[src/rtl/pipe_ctrl_pkg.sv]
// Shared control types for the 5-stage RV32I pipeline controller.
// Opcodes, ALU/immediate/writeback encodings and the per-stage ctrl_t bundle.
package pipe_ctrl_pkg;

  localparam logic [6:0] OP_R      = 7'b0110011;
  localparam logic [6:0] OP_I      = 7'b0010011;
  localparam logic [6:0] OP_LOAD   = 7'b0000011;
  localparam logic [6:0] OP_STORE  = 7'b0100011;
  localparam logic [6:0] OP_BRANCH = 7'b1100011;
  localparam logic [6:0] OP_JAL    = 7'b1101111;
  localparam logic [6:0] OP_JALR   = 7'b1100111;
  localparam logic [6:0] OP_LUI    = 7'b0110111;
  localparam logic [6:0] OP_AUIPC  = 7'b0010111;

  typedef enum logic [3:0] {
    ALU_ADD   = 4'd0,
    ALU_SUB   = 4'd1,
    ALU_SLL   = 4'd2,
    ALU_SLT   = 4'd3,
    ALU_SLTU  = 4'd4,
    ALU_XOR   = 4'd5,
    ALU_SRL   = 4'd6,
    ALU_SRA   = 4'd7,
    ALU_OR    = 4'd8,
    ALU_AND   = 4'd9,
    ALU_PASSB = 4'd10
  } alu_op_e;

  typedef enum logic [2:0] {
    IMM_I = 3'd0,
    IMM_S = 3'd1,
    IMM_B = 3'd2,
    IMM_U = 3'd3,
    IMM_J = 3'd4
  } imm_sel_e;

  typedef enum logic [1:0] {
    WB_MEM = 2'd0,
    WB_ALU = 2'd1,
    WB_PC4 = 2'd2
  } wb_sel_e;

  typedef struct packed {
    logic       valid;
    logic [4:0] rd;
    logic [4:0] rs1;
    logic [4:0] rs2;
    alu_op_e    alu_sel;
    logic       asel;
    logic       bsel;
    logic       br_un;
    logic       is_branch;
    logic       is_jump;
    logic       is_load;
    logic       mem_rw;
    logic [2:0] funct3;
    wb_sel_e    wb_sel;
    logic       wen;
  } ctrl_t;

  function automatic alu_op_e alu_of(
    input logic       r_type,
    input logic [2:0] f3,
    input logic       b30
  );
    alu_op_e op;
    case (f3)
      3'd0:    op = (r_type && b30) ? ALU_SUB : ALU_ADD;
      3'd1:    op = ALU_SLL;
      3'd2:    op = ALU_SLT;
      3'd3:    op = ALU_SLTU;
      3'd4:    op = ALU_XOR;
      3'd5:    op = b30 ? ALU_SRA : ALU_SRL;
      3'd6:    op = ALU_OR;
      default: op = ALU_AND;
    endcase
    return op;
  endfunction

endpackage

[src/rtl/pipe_ctrl_decode.sv]
// Combinational RV32I instruction -> ctrl_t decoder.
// Unused source fields read as x0 so hazard compares need no format check.
module pipe_ctrl_decode
  import pipe_ctrl_pkg::*;
(
  input  logic        i_valid,
  input  logic [31:0] i_instr,
  output ctrl_t       o_ctrl,
  output imm_sel_e    o_imm_sel
);

  logic [6:0] w_op;
  logic [2:0] w_f3;
  logic       w_use1;
  logic       w_use2;
  logic       w_known;
  logic       w_unused;

  assign w_op     = i_instr[6:0];
  assign w_f3     = i_instr[14:12];
  assign w_unused = ^{i_instr[31], i_instr[29:25]};

  always_comb begin
    o_ctrl    = '0;
    o_imm_sel = IMM_I;
    w_use1    = 1'b1;
    w_use2    = 1'b0;
    w_known   = 1'b1;
    unique case (1'b1)
      w_op == OP_R: begin
        w_use2         = 1'b1;
        o_ctrl.wen     = 1'b1;
        o_ctrl.wb_sel  = WB_ALU;
        o_ctrl.alu_sel = alu_of(1'b1, w_f3, i_instr[30]);
      end
      w_op == OP_I: begin
        o_ctrl.wen     = 1'b1;
        o_ctrl.bsel    = 1'b1;
        o_ctrl.wb_sel  = WB_ALU;
        o_ctrl.alu_sel = alu_of(1'b0, w_f3, i_instr[30]);
      end
      w_op == OP_LOAD: begin
        o_ctrl.wen     = 1'b1;
        o_ctrl.bsel    = 1'b1;
        o_ctrl.is_load = 1'b1;
      end
      w_op == OP_STORE: begin
        w_use2        = 1'b1;
        o_ctrl.bsel   = 1'b1;
        o_ctrl.mem_rw = 1'b1;
        o_imm_sel     = IMM_S;
      end
      w_op == OP_BRANCH: begin
        w_use2           = 1'b1;
        o_ctrl.asel      = 1'b1;
        o_ctrl.bsel      = 1'b1;
        o_ctrl.is_branch = 1'b1;
        o_ctrl.br_un     = w_f3[1];
        o_imm_sel        = IMM_B;
      end
      w_op == OP_JAL: begin
        w_use1         = 1'b0;
        o_ctrl.wen     = 1'b1;
        o_ctrl.asel    = 1'b1;
        o_ctrl.bsel    = 1'b1;
        o_ctrl.is_jump = 1'b1;
        o_ctrl.wb_sel  = WB_PC4;
        o_imm_sel      = IMM_J;
      end
      w_op == OP_JALR: begin
        o_ctrl.wen     = 1'b1;
        o_ctrl.bsel    = 1'b1;
        o_ctrl.is_jump = 1'b1;
        o_ctrl.wb_sel  = WB_PC4;
      end
      w_op == OP_LUI: begin
        w_use1         = 1'b0;
        o_ctrl.wen     = 1'b1;
        o_ctrl.bsel    = 1'b1;
        o_ctrl.alu_sel = ALU_PASSB;
        o_ctrl.wb_sel  = WB_ALU;
        o_imm_sel      = IMM_U;
      end
      w_op == OP_AUIPC: begin
        w_use1        = 1'b0;
        o_ctrl.wen    = 1'b1;
        o_ctrl.asel   = 1'b1;
        o_ctrl.bsel   = 1'b1;
        o_ctrl.wb_sel = WB_ALU;
        o_imm_sel     = IMM_U;
      end
      default: w_known = 1'b0;
    endcase
    o_ctrl.valid  = 1'b1;
    o_ctrl.funct3 = w_f3;
    o_ctrl.rs1    = w_use1 ? i_instr[19:15] : '0;
    o_ctrl.rs2    = w_use2 ? i_instr[24:20] : '0;
    o_ctrl.rd     = i_instr[11:7];
    if (o_ctrl.rd == '0) o_ctrl.wen = 1'b0;
    if (!o_ctrl.wen) o_ctrl.rd = '0;
    if (!(i_valid && w_known)) begin
      o_ctrl    = '0;
      o_imm_sel = IMM_I;
    end
  end

endmodule

[src/rtl/pipe_ctrl.sv]
// 5-stage pipeline controller: ID decode, ID/EX/MEM/WB control registers,
// EX branch resolution, load-use / RAW interlock and operand forwarding.
module pipe_ctrl
  import pipe_ctrl_pkg::*;
#(
  parameter int ALU_W      = 4,
  parameter int REG_ADDR_W = 5,
  parameter bit FWD_EN     = 1'b1
) (
  input  logic                  clk,
  input  logic                  rst_n,
  input  logic                  id_valid,
  input  logic [31:0]           id_instr,
  input  logic                  stall_ext,
  input  logic                  ex_br_eq,
  input  logic                  ex_br_lt,
  output logic                  if_stall,
  output logic                  ifid_flush,
  output logic                  pc_sel,
  output logic [2:0]            id_imm_sel,
  output logic [ALU_W-1:0]      ex_alu_sel,
  output logic                  ex_asel,
  output logic                  ex_bsel,
  output logic                  ex_br_un,
  output logic [1:0]            ex_fwd_a,
  output logic [1:0]            ex_fwd_b,
  output logic                  mem_rw,
  output logic [2:0]            mem_funct3,
  output logic [1:0]            wb_sel,
  output logic                  wb_wen,
  output logic [REG_ADDR_W-1:0] wb_rd
);

  ctrl_t    w_id;
  ctrl_t    r_ex;
  ctrl_t    r_mem;
  ctrl_t    r_wb;
  imm_sel_e w_imm;
  logic     w_cond;
  logic     w_taken;
  logic     w_ld_use;
  logic     w_raw;
  logic     w_hazard;
  logic     w_unused;

  pipe_ctrl_decode u_dec (
    .i_valid   (id_valid),
    .i_instr   (id_instr),
    .o_ctrl    (w_id),
    .o_imm_sel (w_imm)
  );

  function automatic logic hit(input ctrl_t c, input logic [4:0] rs);
    return c.valid && c.wen && (c.rd != '0) && (c.rd == rs);
  endfunction

  function automatic logic [1:0] fwd_of(
    input ctrl_t      m,
    input ctrl_t      w,
    input logic [4:0] rs
  );
    if (hit(m, rs)) return 2'd1;
    if (hit(w, rs)) return 2'd2;
    return 2'd0;
  endfunction

  always_comb begin
    case (r_ex.funct3)
      3'b000:         w_cond = ex_br_eq;
      3'b001:         w_cond = !ex_br_eq;
      3'b100, 3'b110: w_cond = ex_br_lt;
      3'b101, 3'b111: w_cond = !ex_br_lt;
      default:        w_cond = 1'b0;
    endcase
  end

  assign w_taken = r_ex.valid &&
    (r_ex.is_jump || (r_ex.is_branch && w_cond));

  assign w_ld_use = w_id.valid && r_ex.is_load &&
    (hit(r_ex, w_id.rs1) || hit(r_ex, w_id.rs2));

  // Without forwarding, any older EX/MEM writer must reach WB first
  assign w_raw = !FWD_EN && w_id.valid &&
    (hit(r_ex, w_id.rs1) || hit(r_ex, w_id.rs2) ||
     hit(r_mem, w_id.rs1) || hit(r_mem, w_id.rs2));

  assign w_hazard = w_ld_use || w_raw;

  assign pc_sel     = w_taken && !stall_ext;
  assign ifid_flush = w_taken && !stall_ext;
  assign if_stall   = stall_ext || (w_hazard && !w_taken);

  always_ff @(posedge clk or negedge rst_n) begin
    if (!rst_n) begin
      r_ex  <= '0;
      r_mem <= '0;
      r_wb  <= '0;
    end else if (!stall_ext) begin
      r_ex  <= (w_taken || w_hazard) ? '0 : w_id;
      r_mem <= r_ex;
      r_wb  <= r_mem;
    end
  end

  assign id_imm_sel = w_imm;
  assign ex_alu_sel = ALU_W'(r_ex.alu_sel);
  assign ex_asel    = r_ex.asel;
  assign ex_bsel    = r_ex.bsel;
  assign ex_br_un   = r_ex.br_un;
  assign ex_fwd_a   = FWD_EN ? fwd_of(r_mem, r_wb, r_ex.rs1) : 2'd0;
  assign ex_fwd_b   = FWD_EN ? fwd_of(r_mem, r_wb, r_ex.rs2) : 2'd0;
  assign mem_rw     = r_mem.mem_rw;
  assign mem_funct3 = (r_mem.is_load || r_mem.mem_rw) ?
    r_mem.funct3 : 3'd0;
  assign wb_sel     = r_wb.wb_sel;
  assign wb_wen     = r_wb.wen;
  assign wb_rd      = REG_ADDR_W'(r_wb.rd);

  assign w_unused = ^{r_ex, r_mem, r_wb};

endmodule

[config.mk]
export PLATFORM = sky130hd
export DESIGN_NAME = pipe_ctrl
export DESIGN_NICKNAME = d
export VERILOG_FILES = /design/src/rtl/pipe_ctrl_pkg.sv /design/src/rtl/pipe_ctrl_decode.sv /design/src/rtl/pipe_ctrl.sv
export SDC_FILE = /design/constraint.sdc
export NUM_CORES = 1
export LEC_CHECK = 0
export ABC_AREA = 1
export ABC_CLOCK_PERIOD_IN_PS = 9000
export CORE_ASPECT_RATIO = 0.7
export CORE_MARGIN = 8
export CORE_UTILIZATION = 50
export DETAILED_ROUTE_END_ITERATION = 7
export HOLD_SLACK_MARGIN = 0.05
export PLACE_DENSITY = 0.78
export REMOVE_ABC_BUFFERS = 1
export SLEW_MARGIN = 5
export SYNTH_ARGS = -nofsm -noshare
export SYNTH_HDL_FRONTEND = slang
export SYNTH_HIERARCHICAL = 1
export SYNTH_SLANG_ARGS = --single-unit
[constraint.sdc]
create_clock -name clk -period 9 [get_ports clk]
set_input_delay 2.7 -clock clk [delete_from_list [all_inputs] [get_ports clk]]
set_output_delay 2.7 -clock clk [all_outputs]
set_load 0.01 [all_outputs]
==> run_results.csv, run 1 <==
group,metric,value,unit
pwr,p_seq_frac,0.569,
detailed_routing,viasPerCell,4.78,
worst_setup_path,slowest_stage,"clkdlybuf4s50_1",
global_routing,grt_max_degree,97,
clocking,cts_max_level,2,
worst_setup_path,cp-end-kind,"primary output",
timing,clock.fmax,0.120,GHz
placement,globalplace.congestion,0.866,
clocking,cts_setup_buffers,0,
synthesis,synth_top_area_frac,0.371,
die,die_y,88.7,um
global_routing,grt_pass1_vias,3114,
clocking,clk_pin_slew,0.11,ns
timing,max_slew_margin,0.405,
clocking,clk_latency,0.31,ns
pwr,p_switching,0.120,mW
clocking,clockRootBuffer,"clkbuf_8",
finish,fin_nets,619,
timing,fin_setup_tns,0,ns
synthesis,syn-cell-area,3780,um^2
die,die-area,10600,um^2
pwr,intPower,0.328,mW
global_routing,grt_usage,0.166,
die,die_w,120,um
clocking,postCtsResizedCells,0,
timing,final.period_utilization,0.925,
pwr,totalPowerFinal,0.448,mW
global_routing,antenna_found_initial,0,
worst_setup_path,path_cells,"clkdlybuf4s50_1 > nand2_2 > nor2_4 > nand2_2 > nand3_2 > nand2_4 > nor2_2 > inv_1 > nand2_1 > nand2_1 > nor2_1 > nand3_1 > nand2_2 > nand2_4 > o21ai_0 > clkdlybuf4s50_1",
worst_setup_path,critPathLaunchType,"primary input",
finish,fillers,698,
die,rows,26,
finish,final_core_util,0.595,
worst_setup_path,max_stage_delay,0.63,ns
placement,portBuffers,60,
worst_setup_path,required,6.30,ns
synthesis,yosysWarnings,6,
die,num_io_pins,67,
clocking,cts_tree,"yes",
flow_run,maxCapViolCount,0,
timing,fin_crit,8.33,ns
detailed_routing,remaining_drc_errors,0,
synthesis,ys_seq_area_frac,0.371,
synthesis,yosysTopAreaCell,"dfrtp_1",
pwr,ir_drop,71.7,uV
synthesis,synth_area_leaders,"dfrtp_1 (37%), nand2_1 (16%), inv_1 (6.9%)",
worst_hold_path,hold_path.class,"reg -> reg",
worst_setup_path,cp_max_fo,25,
pwr,comb_power_share,0.107,
detailed_routing,antenna_left,0,
global_routing,overflow,0,
detailed_routing,avgRoutedWirePerCell,12.5,um
worst_setup_path,crit_type,"in -> out",
finish,final_layout_size_suffix_gt1_frac,0.105,
placement,place_area,4260,um^2
clocking,cts_sinks,56,
clocking,cts_buffer_depth,2,
worst_setup_path,worst-endpoint-arrival,5.63,ns
timing,final_hold_viol_count,0,
detailed_routing,drt_iter0_drc,270,
detailed_routing,routed_wl,8.53,mm
worst_setup_path,crit_buf_inv,3,
finish,multi_input_area,1840,um^2
timing,hold_slack,0.482,ns
finish,seqCellArea,1400,um^2
synthesis,netlist_instances,545,
timing,tightest_slew,0.893,ns
global_routing,grt_first_pass_wirelength,14.8,mm
pwr,sw_frac_of_total,0.267,
timing,finClkSkew,0.00554,ns
timing,rsz0062_at_grt,"false",
placement,post-dp-hpwl,6.14,mm
die,core_area,7320,um^2
synthesis,syn_area_per_cell,6.93,um^2
detailed_routing,vias,3250,
timing,setup-violations-final,0,
finish,stdcell_area,4360,um^2
timing,fin_ws,0.673,ns
detailed_routing,first_pass_iters,4,
placement,dpl_worst_slack,0.709,ns
placement,placedCellCount,672,
die,start_util,0.516,
clocking,hold_buffers,0,
outcome,status,"completed",
pwr,p_leak,2.18,nW
timing,finalMaxSlewViolations,0,
synthesis,synthDistinctLibCells,28,
finish,area_growth,15.3,%
synthesis,synth-seq-cells,56,
clocking,cts_buffers,5,
pwr,p_clk_frac,0.323,
finish,stdcell_count,680,
worst_setup_path,cp_top_family,"simple AND/OR/NAND/NOR gates",
worst_setup_path,cpMostUsedCell,"nand2_2",
finish,antenna-diode-count,0,
pwr,power_density,103,nW/um^2
## synthesized netlist by cell type
master,count
clkinv_1,1
clkbuf_1,7
o21ai_2,1
buf_2,5
buf_6,7
inv_1,69
nor2_2,18
nand4_1,15
nand2_4,3
o21ai_0,20
nand2_1,162
nor3_2,1
a21oi_1,4
nor3_1,8
o21ai_1,1
nand3_1,38
inv_2,7
nand3_2,11
buf_8,1
nand2_2,5
xnor2_1,14
buf_4,14
xor2_1,8
nand3b_1,1
dfrtp_1,56
nor2_4,2
nor2_1,65
o31ai_1,1
## sequential cells by signal, summed over array words and instances (netlist names)
register and count:
ex_alu_sel 4, ex_asel 1, wb_rd 5, r_ex 26, wb_sel 2, r_mem 13
r_wb 1, ex_br_un 1, wb_wen 1, mem_rw 1, ex_bsel 1
## area by class of cell
class                           instances  share of cell area
Clock buffer                            5              0.0158
Clock inverter                          3             0.00517
Inverter                               77              0.0664
Multi-Input combinational cell        378               0.422
Sequential cell                        56               0.322
Tap cell                               98              0.0282
Timing Repair Buffer                   63               0.141
## cell usage in the layout (no fill, tap or decap), drive strengths merged
master	instances
a21oi	4
buf	5
clkbuf	5
clkdlybuf4s50	58
clkinv	3
dfrtp	56
inv	77
nand2	170
nand3	49
nand3b	1
nand4	15
nor2	85
nor3	9
o21ai	22
o31ai	1
xnor2	14
xor2	8
## final timing paths
kind,to,slack (ns),cells after the start,from
min in group asynchronous,wb_rd[0],2.51,2,rst_n
hold / removal,r_ex[9],0.48,2,r_ex[9]
hold reg to reg,r_ex[9],0.48,2,r_ex[9]
setup reg to reg,r_ex[6],7.35,8,r_ex[30]
max in group asynchronous,wb_rd[3],6.02,2,rst_n
setup / recovery,if_stall,0.67,16,id_instr[5]
## kinds of logic after synthesis
kind of cell,count (synthesis),share of synthesized area
simple gates,329,0.398
buf+inv,111,0.143
flops,56,0.371
compound gates,27,0.0374
xor+xnor,22,0.0510
## power groups by stage
stage	clock, mW	combinational, mW	sequential, mW
floorplan	0	0.0167	0.259
global route	0.162	0.0535	0.255
finish	0.145	0.0481	0.255
global placement	0	0.0474	0.260
CTS	0.148	0.0484	0.255
detailed placement	0	0.0483	0.260
## per-layer routing
layer,part of all wire,GRT usage
met3,0.063,0.0433
met1,0.49,0.224
met4,0.0069,0.0305
met5,0,0
met2,0.44,0.266
## worst register-to-register path: stages (launching register included)
cell	delay (ns)
dfrtp_1	0.44
inv_2	0.10
nand4_1	0.11
o21ai_0	0.15
inv_1	0.09
nand2_4	0.07
buf_4	0.36
nand3_1	0.18
nand2_1	0.10
No activity file was read; power rests on OpenSTA's default activity.
==> run 2, diff against run 1 <==
Settings changed: CORE_UTILIZATION 50 to 46, PLACE_DENSITY 0.78 to 0.73.
==> run 2 against run 1 <==
Via count grew 2.3%. Worst hold slack lost 0.0041 ns. Clock skew shrank 0.0022 ns. Largest cell class unchanged. Power grew 18%. Cell count grew 0.44%. Die area grew 7.3%. Clock power grew 56%. First-iteration DRC count shrank 21%. Setup slack lost 0.094 ns.
==> run_results.csv, run 2 (synthesis results as in run 1) <==
group,metric,value,unit
clocking,clk_latency,0.29,ns
finish,fin_nets,619,
timing,final_hold_viol_count,0,
detailed_routing,first_pass_iters,4,
pwr,p_leak,2.21,nW
worst_setup_path,critPathLaunchType,"primary input",
die,die_w,124,um
clocking,cts_setup_buffers,0,
global_routing,grt_pass1_vias,3383,
finish,fillers,765,
global_routing,grt_usage,0.161,
worst_hold_path,min_from,"r_ex[6]",
placement,post-dp-hpwl,6.39,mm
worst_setup_path,required,6.30,ns
timing,tightest_slew,0.903,ns
finish,stdcell_area,4440,um^2
finish,area_growth,17.4,%
finish,stdcell_count,683,
pwr,totalPowerFinal,0.529,mW
timing,fin_setup_tns,0,ns
pwr,ir_drop,74.5,uV
outcome,status,"completed",
timing,finClkSkew,0.00331,ns
clocking,cts_tree,"yes",
placement,globalplace.congestion,0.903,
finish,largest_reg_flops,26,
die,core_area,7910,um^2
placement,place_area,4270,um^2
worst_setup_path,cpMostUsedCell,"nand2_2",
clocking,clockRootBuffer,"clkbuf_16",
clocking,hold_buffers,0,
flow_run,maxCapViolCount,0,
timing,fin_ws,0.579,ns
detailed_routing,avgRoutedWirePerCell,13.1,um
clocking,cts_buffer_depth,2,
worst_setup_path,cp_top_family,"simple AND/OR/NAND/NOR gates",
die,num_io_pins,67,
placement,dpl_worst_slack,0.681,ns
detailed_routing,antenna_left,0,
finish,final_core_util,0.561,
die,start_util,0.478,
placement,placedCellCount,675,
clocking,cts_max_level,2,
detailed_routing,vias,3326,
global_routing,grt_max_degree,97,
finish,final_layout_size_suffix_gt1_frac,0.103,
worst_hold_path,hold_path.class,"reg -> reg",
finish,antenna-diode-count,0,
global_routing,grt_first_pass_wirelength,15.8,mm
worst_setup_path,crit_buf_inv,3,
die,rows,27,
placement,portBuffers,60,
die,die-area,11400,um^2
worst_setup_path,startpoint,"id_instr[5]",
worst_setup_path,crit_type,"in -> out",
clocking,cts_sinks,56,
worst_setup_path,rr_startpoint,"r_ex[27]",
clocking,clk_pin_slew,0.07,ns
detailed_routing,drt_iter0_drc,212,
clocking,postCtsResizedCells,0,
worst_setup_path,path_cells,"clkdlybuf4s50_1 > nand2_2 > nor2_4 > nand2_2 > nand3_2 > nand2_4 > nor2_2 > inv_1 > nand2_1 > nand2_1 > nor2_1 > nand3_1 > nand2_2 > nand2_4 > o21ai_0 > clkdlybuf4s50_1",
worst_setup_path,cp_max_fo,25,
timing,fin_crit,8.42,ns
finish,largest_register,"r_ex",
timing,setup-violations-final,0,
finish,final_common_cell,"nand2_1",
worst_setup_path,cp-end-kind,"primary output",
timing,final.period_utilization,0.936,
worst_setup_path,slowest_stage,"clkdlybuf4s50_1",
timing,finalMaxSlewViolations,0,
global_routing,antenna_found_initial,0,
worst_setup_path,worst-endpoint-arrival,5.72,ns
detailed_routing,remaining_drc_errors,0,
detailed_routing,viasPerCell,4.87,
die,die_y,91.8,um
timing,clock.fmax,0.119,GHz
worst_setup_path,max_stage_delay,0.63,ns
clocking,cts_buffers,5,
pwr,power_density,119,nW/um^2
timing,max_slew_margin,0.398,
timing,rsz0062_at_grt,"false",
timing,hold_slack,0.478,ns
detailed_routing,routed_wl,8.95,mm
finish,layout_common_cells,"nand2_1 (162), inv_1 (69), nor2_1 (65)",
global_routing,overflow,0,
-- run 2: changes by cell type in the layout (fill, tap and decap cells not counted) --
| cell | change |
|---|---|
| clkinv_4 | -1 |
| clkbuf_8 | -5 |
| bufinv_16 | +1 |
| clkinv_2 | -1 |
| clkbuf_16 | +5 |
| clkbuf_1 | +1 |
-- run 2: layer usage --
metal | vias up | part of all wire | GRT usage
met5 | - | 0 | 0
met4 | 0 | 0.012 | 0.0440
met3 | 11 | 0.068 | 0.0368
met2 | 88 | 0.44 | 0.255
met1 | 1501 | 0.48 | 0.215
li1 | 1726 | - | -
-- run 2: worst paths after layout --
check	slack, ns	cells after the start	to
max	0.58	16	if_stall
min	0.48	2	mem_rw
max reg2reg	7.36	10	r_ex[29]
min reg2reg	0.48	2	mem_rw
max in group asynchronous	6.00	2	ex_asel
min in group asynchronous	2.53	2	wb_rd[0]
-- run 2: final cells by class --
type,instances,area [um^2],area share
multi-input cells,378,1840,0.414
well taps,101,126,0.0285
repair buffers,63,613,0.138
clock inverters,2,38.8,0.00874
clock buffers,6,129,0.0291
inverters,77,289,0.0652
flip-flops and latches,56,1400,0.316
-- run 2: power by group --
| group | leakage [nW] | total, mW | switching (mW) | internal [mW] |
|---|---|---|---|---|
| clock | 0.0815 | 0.226 | 0.0929 | 0.133 |
| sequential | 0.781 | 0.255 | 0.00168 | 0.253 |
| combinational | 1.35 | 0.0486 | 0.0298 | 0.0188 |
| total | 2.21 | 0.529 | 0.124 | 0.405 |
-- run 2: worst min-delay path: stages, from the launching register on --
cell	delay, ns
dfrtp_1	0.34
nand2_1	0.06
nand2_1	0.05
